File: src/rtl/sram_handshake_adapter_if.sv
// rtl/sram_handshake_adapter_if.sv - request/response/SRAM signal bundle for sram_handshake_adapter
interface sram_handshake_adapter_if #(
    parameter int unsigned NumWords  = 1024,
    parameter int unsigned DataWidth = 128,
    parameter int unsigned ByteWidth = 8
);
    localparam int unsigned AddrWidth = (NumWords == 1) ? 1 : $clog2(NumWords);
    localparam int unsigned BeWidth   = (DataWidth + ByteWidth - 1) / ByteWidth;

    logic                 req_valid_i;
    logic                 req_ready_o;
    logic                 req_we_i;
    logic [AddrWidth-1:0] req_addr_i;
    logic [DataWidth-1:0] req_wdata_i;
    logic [BeWidth-1:0]   req_be_i;

    logic                 rsp_valid_o;
    logic                 rsp_ready_i;
    logic [DataWidth-1:0] rsp_rdata_o;

    logic                 sram_req_o;
    logic                 sram_we_o;
    logic [AddrWidth-1:0] sram_addr_o;
    logic [DataWidth-1:0] sram_wdata_o;
    logic [BeWidth-1:0]   sram_be_o;
    logic [DataWidth-1:0] sram_rdata_i;

    modport slave (
        input  req_valid_i, req_we_i, req_addr_i, req_wdata_i, req_be_i,
        output req_ready_o,
        output rsp_valid_o, rsp_rdata_o,
        input  rsp_ready_i,
        output sram_req_o, sram_we_o, sram_addr_o, sram_wdata_o, sram_be_o,
        input  sram_rdata_i
    );

    modport master (
        output req_valid_i, req_we_i, req_addr_i, req_wdata_i, req_be_i,
        input  req_ready_o,
        input  rsp_valid_o, rsp_rdata_o,
        output rsp_ready_i,
        input  sram_req_o, sram_we_o, sram_addr_o, sram_wdata_o, sram_be_o,
        output sram_rdata_i
    );
endinterface

File: src/rtl/sram_handshake_adapter.sv
// rtl/sram_handshake_adapter.sv - valid/ready front end for a 1-cycle-latency single-port SRAM
// Optional write acknowledgements: define SRAM_ADAPTER_WRITE_RSP_EN.
module sram_handshake_adapter #(
    parameter int unsigned NumWords  = 1024,
    parameter int unsigned DataWidth = 128,
    parameter int unsigned ByteWidth = 8,
    parameter int unsigned RspDepth  = 2
) (
    input  logic                    clk_i,
    input  logic                    rst_ni,
    sram_handshake_adapter_if.slave bus
);
    localparam int unsigned AddrWidth = (NumWords == 1) ? 1 : $clog2(NumWords);
    localparam int unsigned BeWidth   = (DataWidth + ByteWidth - 1) / ByteWidth;
    localparam int unsigned CntWidth  = $clog2(RspDepth + 1);
    localparam int unsigned PtrWidth  = (RspDepth > 1) ? $clog2(RspDepth) : 1;

    logic [CntWidth-1:0]  count_q, count_d;
    logic [PtrWidth-1:0]  wr_ptr_q, wr_ptr_d;
    logic [PtrWidth-1:0]  rd_ptr_q, rd_ptr_d;
    logic                 inflight_q, inflight_d;
    logic                 inflight_wr_q, inflight_wr_d;
    logic [DataWidth-1:0] mem_q [RspDepth];
    logic [DataWidth-1:0] mem_d [RspDepth];

    logic                 credit;
    logic                 req_ready;
    logic                 accept;
    logic                 empty;
    logic                 push;
    logic                 pop;
    logic                 rsp_valid;
    logic [DataWidth-1:0] arrive_data;
    logic [DataWidth-1:0] rsp_rdata;

    always_comb begin
        credit = (32'(count_q) + 32'(inflight_q)) < RspDepth;
`ifdef SRAM_ADAPTER_WRITE_RSP_EN
        req_ready = credit;
`else
        req_ready = bus.req_we_i | credit;
`endif
        // Gating with rst_ni keeps a request presented during reset from reaching the SRAM.
        accept = rst_ni & bus.req_valid_i & req_ready;
`ifdef SRAM_ADAPTER_WRITE_RSP_EN
        inflight_d    = accept;
        inflight_wr_d = accept & bus.req_we_i;
`else
        inflight_d    = accept & ~bus.req_we_i;
        inflight_wr_d = 1'b0;
`endif
        arrive_data = inflight_wr_q ? '0 : bus.sram_rdata_i;
        empty       = (count_q == '0);
        rsp_valid   = ~empty | inflight_q;
        rsp_rdata   = '0;
        if (!empty) begin
            rsp_rdata = mem_q[rd_ptr_q];
        end else if (inflight_q) begin
            rsp_rdata = arrive_data;
        end

        pop  = ~empty & bus.rsp_ready_i;
        push = inflight_q & ~(empty & bus.rsp_ready_i);

        count_d  = count_q + CntWidth'(push) - CntWidth'(pop);
        wr_ptr_d = wr_ptr_q;
        rd_ptr_d = rd_ptr_q;
        mem_d    = mem_q;
        if (push) begin
            mem_d[wr_ptr_q] = arrive_data;
            wr_ptr_d = (wr_ptr_q == PtrWidth'(RspDepth - 1)) ? '0 : wr_ptr_q + PtrWidth'(1);
        end
        if (pop) begin
            rd_ptr_d = (rd_ptr_q == PtrWidth'(RspDepth - 1)) ? '0 : rd_ptr_q + PtrWidth'(1);
        end
    end

    always_ff @(posedge clk_i or negedge rst_ni) begin
        if (!rst_ni) begin
            count_q       <= '0;
            wr_ptr_q      <= '0;
            rd_ptr_q      <= '0;
            inflight_q    <= 1'b0;
            inflight_wr_q <= 1'b0;
        end else begin
            count_q       <= count_d;
            wr_ptr_q      <= wr_ptr_d;
            rd_ptr_q      <= rd_ptr_d;
            inflight_q    <= inflight_d;
            inflight_wr_q <= inflight_wr_d;
        end
    end

    // Storage needs no reset: only entries below count_q are ever observed.
    always_ff @(posedge clk_i) begin
        mem_q <= mem_d;
    end

    assign bus.req_ready_o  = req_ready;
    assign bus.rsp_valid_o  = rsp_valid;
    assign bus.rsp_rdata_o  = rsp_rdata;
    assign bus.sram_req_o   = accept;
    assign bus.sram_we_o    = bus.req_we_i;
    assign bus.sram_addr_o  = AddrWidth'(bus.req_addr_i);
    assign bus.sram_wdata_o = bus.req_wdata_i;
    assign bus.sram_be_o    = BeWidth'(bus.req_be_i);

`ifndef SYNTHESIS
    a_depth_ok: assert property (@(posedge clk_i) RspDepth >= 1);
    a_no_overflow: assert property (@(posedge clk_i) disable iff (!rst_ni)
        !(push && !pop && count_q == CntWidth'(RspDepth)));
    a_no_underflow: assert property (@(posedge clk_i) disable iff (!rst_ni)
        !(pop && empty));
    a_rsp_stable: assert property (@(posedge clk_i) disable iff (!rst_ni)
        (rsp_valid && !bus.rsp_ready_i) |=> (rsp_valid && $stable(rsp_rdata)));
`endif
endmodule
File: src/flat_wrapper.sv
// flat-port wrapper written by rule: the top's interface ports become plain ports
module sram_handshake_adapter_flat 
#(
    parameter int unsigned NumWords  = 1024,
    parameter int unsigned DataWidth = 128,
    parameter int unsigned ByteWidth = 8,
    parameter int unsigned RspDepth  = 2
)
  (clk_i, rst_ni, bus_req_valid_i, bus_req_we_i, bus_req_addr_i, bus_req_wdata_i, bus_req_be_i, bus_req_ready_o, bus_rsp_valid_o, bus_rsp_rdata_o, bus_rsp_ready_i, bus_sram_req_o, bus_sram_we_o, bus_sram_addr_o, bus_sram_wdata_o, bus_sram_be_o, bus_sram_rdata_i);
  sram_handshake_adapter_if #(.NumWords(NumWords), .DataWidth(DataWidth), .ByteWidth(ByteWidth)) bus_i ();
  input  logic clk_i;
  input  logic rst_ni;
  input wire logic [$bits(bus_i.req_valid_i)-1:0] bus_req_valid_i;
  input wire logic [$bits(bus_i.req_we_i)-1:0] bus_req_we_i;
  input wire logic [$bits(bus_i.req_addr_i)-1:0] bus_req_addr_i;
  input wire logic [$bits(bus_i.req_wdata_i)-1:0] bus_req_wdata_i;
  input wire logic [$bits(bus_i.req_be_i)-1:0] bus_req_be_i;
  output wire logic [$bits(bus_i.req_ready_o)-1:0] bus_req_ready_o;
  output wire logic [$bits(bus_i.rsp_valid_o)-1:0] bus_rsp_valid_o;
  output wire logic [$bits(bus_i.rsp_rdata_o)-1:0] bus_rsp_rdata_o;
  input wire logic [$bits(bus_i.rsp_ready_i)-1:0] bus_rsp_ready_i;
  output wire logic [$bits(bus_i.sram_req_o)-1:0] bus_sram_req_o;
  output wire logic [$bits(bus_i.sram_we_o)-1:0] bus_sram_we_o;
  output wire logic [$bits(bus_i.sram_addr_o)-1:0] bus_sram_addr_o;
  output wire logic [$bits(bus_i.sram_wdata_o)-1:0] bus_sram_wdata_o;
  output wire logic [$bits(bus_i.sram_be_o)-1:0] bus_sram_be_o;
  input wire logic [$bits(bus_i.sram_rdata_i)-1:0] bus_sram_rdata_i;
  assign bus_i.req_valid_i = bus_req_valid_i;
  assign bus_i.req_we_i = bus_req_we_i;
  assign bus_i.req_addr_i = bus_req_addr_i;
  assign bus_i.req_wdata_i = bus_req_wdata_i;
  assign bus_i.req_be_i = bus_req_be_i;
  assign bus_req_ready_o = bus_i.req_ready_o;
  assign bus_rsp_valid_o = bus_i.rsp_valid_o;
  assign bus_rsp_rdata_o = bus_i.rsp_rdata_o;
  assign bus_i.rsp_ready_i = bus_rsp_ready_i;
  assign bus_sram_req_o = bus_i.sram_req_o;
  assign bus_sram_we_o = bus_i.sram_we_o;
  assign bus_sram_addr_o = bus_i.sram_addr_o;
  assign bus_sram_wdata_o = bus_i.sram_wdata_o;
  assign bus_sram_be_o = bus_i.sram_be_o;
  assign bus_i.sram_rdata_i = bus_sram_rdata_i;
  sram_handshake_adapter #(.NumWords(NumWords), .DataWidth(DataWidth), .ByteWidth(ByteWidth), .RspDepth(RspDepth)) u_core (.clk_i(clk_i), .rst_ni(rst_ni), .bus(bus_i));
endmodule
File: config.mk
export PLATFORM = sky130hd
export DESIGN_NAME = sram_handshake_adapter_flat
export DESIGN_NICKNAME = d
export VERILOG_FILES = /design/src/rtl/sram_handshake_adapter_if.sv /design/src/rtl/sram_handshake_adapter.sv /design/src/flat_wrapper.sv
export SDC_FILE = /design/constraint.sdc
export NUM_CORES = 1
export LEC_CHECK = 0
export CAP_MARGIN = 0
export CORE_AREA = 5 5 220 222
export CTS_CLUSTER_SIZE = 10
export DETAILED_ROUTE_END_ITERATION = 10
export DIE_AREA = 0 0 225 227
export GPL_ROUTABILITY_DRIVEN = 0
export PLACE_DENSITY = 0.67
export SLEW_MARGIN = 15
export SYNTH_ARGS = -nofsm -noshare
export SYNTH_HDL_FRONTEND = slang
export SYNTH_SLANG_ARGS = --single-unit
File: constraint.sdc
create_clock -name clk_i -period 9.8 [get_ports clk_i]
set_input_delay 1.47 -clock clk_i [delete_from_list [all_inputs] [get_ports clk_i]]
set_output_delay 1.47 -clock clk_i [all_outputs]
set_load 0.01 [all_outputs]
[Word-level counts from Yosys, hierarchy flattened]
Index checks and enable logic that the tools add are counted.
Word-level totals
  RAM bits: 0
  register bits after elaboration: 261
  ROM bits: 0
  memories kept: 0
  input bits: 287
  bits in latches: 0
Operators by class
  divide/modulo/power cells: 0
  $mul: 0
  reductions and logical operators: 2
  add/subtract/negate cells: 5
  equality and inequality tests: 0
  mux-type cells: 10
  shift operators: 0
  bitwise gates (word level): 13
  $lt $le $gt $ge: 4
Operator list (count)
  128-bit two-way mux: 6
  256-bit bitwise mux: 1
  128-bit demux with 1-bit select: 1
  32-bit by 2-bit < comparator with 1-bit output, second input constant: 1
  1-bit AND: 6
  2-bit >= comparator, second input constant: 2
  1-bit inverter with 2-bit output: 2
  2-bit by 1-bit adder with 3-bit output: 1
  1-bit inverter: 3
  1-bit adder, second input constant: 2
  2-bit by 1-bit adder with 2-bit output: 1
  2-bit zero test: 1
  2-bit by 1-bit < comparator with 1-bit output, second input constant: 1
  1-bit two-way mux: 2
  1-bit OR: 2
  2-bit by 1-bit subtractor with 2-bit output: 1
  1-bit logical AND: 1

[Longest topological paths before layout]
  depth in word-level cells: 6
  gate-level depth with buffers: 6
  gate-level depth less buffers: 5

[Worst setup path after synthesis]
Ideal clock, no wire load.
  path kind: input to register
  start: input port bus_rsp_ready_i
  end: register u_core.mem_q[0] (netlist name), enable pin
  buffers on the path: 0
  stages on the path: 2
  arrival: 7.015 ns
  setup slack: 2.168 ns
  setup time: 0.617 ns
  cells stage by stage: a21o_4 nor2_1
On the way
  cells in the longest elaborated chain, start to end: 3
RTL lines
  start, declared: line flat_wrapper.sv:21  | input wire logic [$bits(bus_i.rsp_ready_i)-1:0] bus_rsp_ready_i;
  1-bit AND: line sram_handshake_adapter.sv:63  | push = inflight_q & ~(empty & bus.rsp_ready_i);
  1-bit inverter: line sram_handshake_adapter.sv:63
  1-bit AND: line sram_handshake_adapter.sv:63
  end signal, assigned: line sram_handshake_adapter.sv:96  | mem_q <= mem_d;
  end, declared: line sram_handshake_adapter.sv:23  | logic [DataWidth-1:0] mem_q [RspDepth];
No other way between the ends.
A chain may end at the register's enable or synchronous reset.

[Worst setup path in the final report]
  start: register u_core.rd_ptr_q
  end: output port bus_rsp_rdata_o[77]
On the way
  cells in the longest elaborated chain, start to end: 5
RTL lines
  start, declared: line sram_handshake_adapter.sv:20  | logic [PtrWidth-1:0] rd_ptr_q, rd_ptr_d;
  start signal, assigned: line sram_handshake_adapter.sv:88  | rd_ptr_q <= rd_ptr_d;
  1-bit inverter with 2-bit output (not written as such): line sram_handshake_adapter.sv:57  | rsp_rdata = mem_q[rd_ptr_q];
  128-bit two-way mux (not written as such) (3 in a row): line sram_handshake_adapter.sv:57
  128-bit two-way mux: line sram_handshake_adapter.sv:56  | if (!empty) begin
  end, declared: line flat_wrapper.sv:20  | output wire logic [$bits(bus_i.rsp_rdata_o)-1:0] bus_rsp_rdata_o;
No other way between the ends. The select of a mux whose other input is x is not followed.

==> impl_metrics.env <==
export IMPL_leakagePower_nw=4.92
export IMPL_synth_area_leaders="edfxtp_1, mux2i_1, buf_4"
export IMPL_start_util_pct=26.2
export IMPL_ys_async_sr_fraction_pct=1.92
export IMPL_cts_root_buf="clkbuf_16"
export IMPL_dr_pass1_iters=5
export IMPL_worst_ir_drop_vdd_mv=0.154
export IMPL_p_comb_share_pct=37.5
export IMPL_multi_input_area_sq_um=2720
export IMPL_whs_ps=584
export IMPL_route_detailed_drc=0
export IMPL_power_w=0.00383
export IMPL_netlist_area_sq_um=12100
export IMPL_drive_gt1_share_pct=5.25
export IMPL_post_drt_wl_per_cell_microns=18.6
export IMPL_io_pin_count=573
export IMPL_io_buffers=264
export IMPL_cts_buffer_depth=3
export IMPL_placedCellCount=1548
export IMPL_vias=7227
export IMPL_row_count=79
export IMPL_antennaDiodeCount=0
export IMPL_worstPathArrival_ps=3470
export IMPL_startpoint_type="flop"
export IMPL_tritoncts="yes"
export IMPL_wl_mm=29.7
export IMPL_grt_usage_pct=10.8
export IMPL_p_seq_share_pct=36.0
export IMPL_clock_skew_ps=9.03
export IMPL_cts_sinks=261
export IMPL_synth_cells=879
export IMPL_ys_seq_area_share_pct=64.7
export IMPL_yosysMostFrequentCell="edfxtp_1"
export IMPL_p_sw_share_pct=31.5
export IMPL_p_switching_w=0.00121
export IMPL_area_delta_synth_final_pct=23.3
export IMPL_final_hold_viol_count=0
export IMPL_core_sq_um=46200
export IMPL_timing_final_crit_share_pct=50.4
export IMPL_htreeDepth=1
export IMPL_report_final_slew_viol_count=0
export IMPL_syn_avg_cell_area_sq_um=13.7
export IMPL_crit_required_ps=8330
export IMPL_power_frac_clock_pct=26.5
export IMPL_grt_pass1_vias=7281
export IMPL_ys_warn_count=0
export IMPL_yosysTopAreaCell="edfxtp_1"
export IMPL_utilization_pct=32.3
export IMPL_dieArea_sq_um=51100
export IMPL_hold_buffers=0
export IMPL_yosysUniqueCellTypes=24
export IMPL_yosys_top_cells_count="edfxtp_1, buf_4, mux2i_1, nand3_1, o21ai_0"
export IMPL_grt_pass1_wl_mm=44.0
export IMPL_slew_headroom_pct=36.1
export IMPL_hold_class="reg -> reg"
export IMPL_synth_ff_type="edfxtp_1"
export IMPL_grt_overflow=0
export IMPL_clk_pin_slew_worst_paths_ps=50
export IMPL_ys_seq_elements=261
export IMPL_antenna_left=0
export IMPL_critPathMaxFanout=46
export IMPL_intPower_w=0.00262
export IMPL_synth_top_cell_area_share_pct=63.6
export IMPL_postCtsSetupRepairBufs=0
export IMPL_viasPerCell=4.53
export IMPL_power_per_cell_area_nw_per_um2=257
export IMPL_period_minus_slack_ps=4940
export IMPL_max_freq_ghz=0.202
export IMPL_synth_edf_count=256
export IMPL_status="complete, no violations"
export IMPL_fin_nets=1262
export IMPL_antenna_found_initial=0
export IMPL_instances_no_fill=1597
export IMPL_dp_hpwl_mm=19.5
export IMPL_cts_buffers_inserted=31
export IMPL_clk_latency_ps=550
export IMPL_rsz0062_at_grt="false"
export IMPL_tns_ps=0
export IMPL_drt_iter0_drc=411
export IMPL_cap_violations=0
export IMPL_tightest_slew_ps=958
export IMPL_grt_max_degree=104
export IMPL_die_w_microns=225
export IMPL_cp_end_kind="output port"
export IMPL_cts_resized_gates=0
export IMPL_setup_viol=0
export IMPL_crit_type="reg -> out"
export IMPL_seqCellArea_sq_um=7820
export IMPL_fillers=4553
export IMPL_syn_nets=1167
export IMPL_die_h_microns=227
==> state kept, by name (all words and copies together), names as in the netlist <==
register,cells
u_core.count_q,2
u_core.inflight_q,1
u_core.mem_q,256
u_core.wr_ptr_q,1
u_core.rd_ptr_q,1
==> stage by stage <==
stage	setup slack [ps]	cell area (sq um)
global route	4610	14900
detailed placement	5180	14000
CTS	4750	14900
finish	4860	14900
global placement	5190	14000
floorplan	2170	12100
==> placed cells by master, fill, tap and decap left out, drive strengths merged, types with 2 or more instances in the layout <==
cell           Yosys  layout
clkdlybuf4s50      0     264
edfxtp           256     256
mux2i            128     128
nand3            128     128
o21ai            128     128
clkbuf            20      44
buf              192      10
nor2               5       5
dfrtp              5       5
inv                4       4
xor2               3       3
clkinv             0       3
nand2              2       2
xnor2              2       2
==> cell type report <==
| cell class | count | area share (%) |
|---|---|---|
| Multi-Input combinational cell | 402 | 18.2 |
| Sequential cell | 261 | 52.5 |
| Clock buffer | 44 | 5.53 |
| Timing Repair Buffer | 274 | 18.2 |
| Tap cell | 607 | 5.10 |
| Clock inverter | 5 | 0.344 |
| Inverter | 4 | 0.101 |
==> kinds of logic (layout without fill, tap and decap cells) <==
group           Yosys count  count (layout)  share of synthesized area [%]
flops                   261             261                           64.7
buf+inv                 216             327                           13.0
simple gates            137             137                           5.67
compound gates          131             131                           5.54
mux                     128             128                           10.6
xor+xnor                  5               5                          0.425
fa+ha+maj                 1               1                          0.104
==> critical path, stage by stage, from the launching register on <==
cell and delay (ps):
dfrtp_4 920, buf_4 820, mux2i_1 150, o21ai_0 380, clkdlybuf4s50_1 630
==> layer usage <==
| metal | part of all wire (%) | GRT usage (%) |
|---|---|---|
| met1 | 40 | 13.2 |
| met2 | 47 | 17.6 |
| met3 | 9.6 | 4.24 |
| met4 | 3.3 | 3.97 |
| met5 | 0 | 0 |
==> path summary, 6_finish.rpt <==
check                             startpoint                  end  slack, ps  cells after the start
max in group asynchronous             rst_ni    u_core.inflight_q       8300                      1
setup reg to reg           u_core.inflight_q    u_core.mem_q[183]       6040                      5
min in group asynchronous             rst_ni      u_core.rd_ptr_q       1200                      1
setup / recovery             u_core.rd_ptr_q  bus_rsp_rdata_o[77]       4860                      4
hold / removal               u_core.wr_ptr_q      u_core.wr_ptr_q        580                      1
hold reg to reg              u_core.wr_ptr_q      u_core.wr_ptr_q        580                      1
==> power groups by stage <==
| stage | logic [W] | clock network (W) | registers, W |
|---|---|---|---|
| floorplan | 0.000895 | 0 | 0.00136 |
| global placement | 0.00145 | 0 | 0.00140 |
| detailed placement | 0.00146 | 0 | 0.00140 |
| CTS | 0.00146 | 0.00106 | 0.00138 |
| global route | 0.00154 | 0.00110 | 0.00139 |
| finish | 0.00143 | 0.00101 | 0.00138 |
No activity file was read; power rests on OpenSTA's default activity.
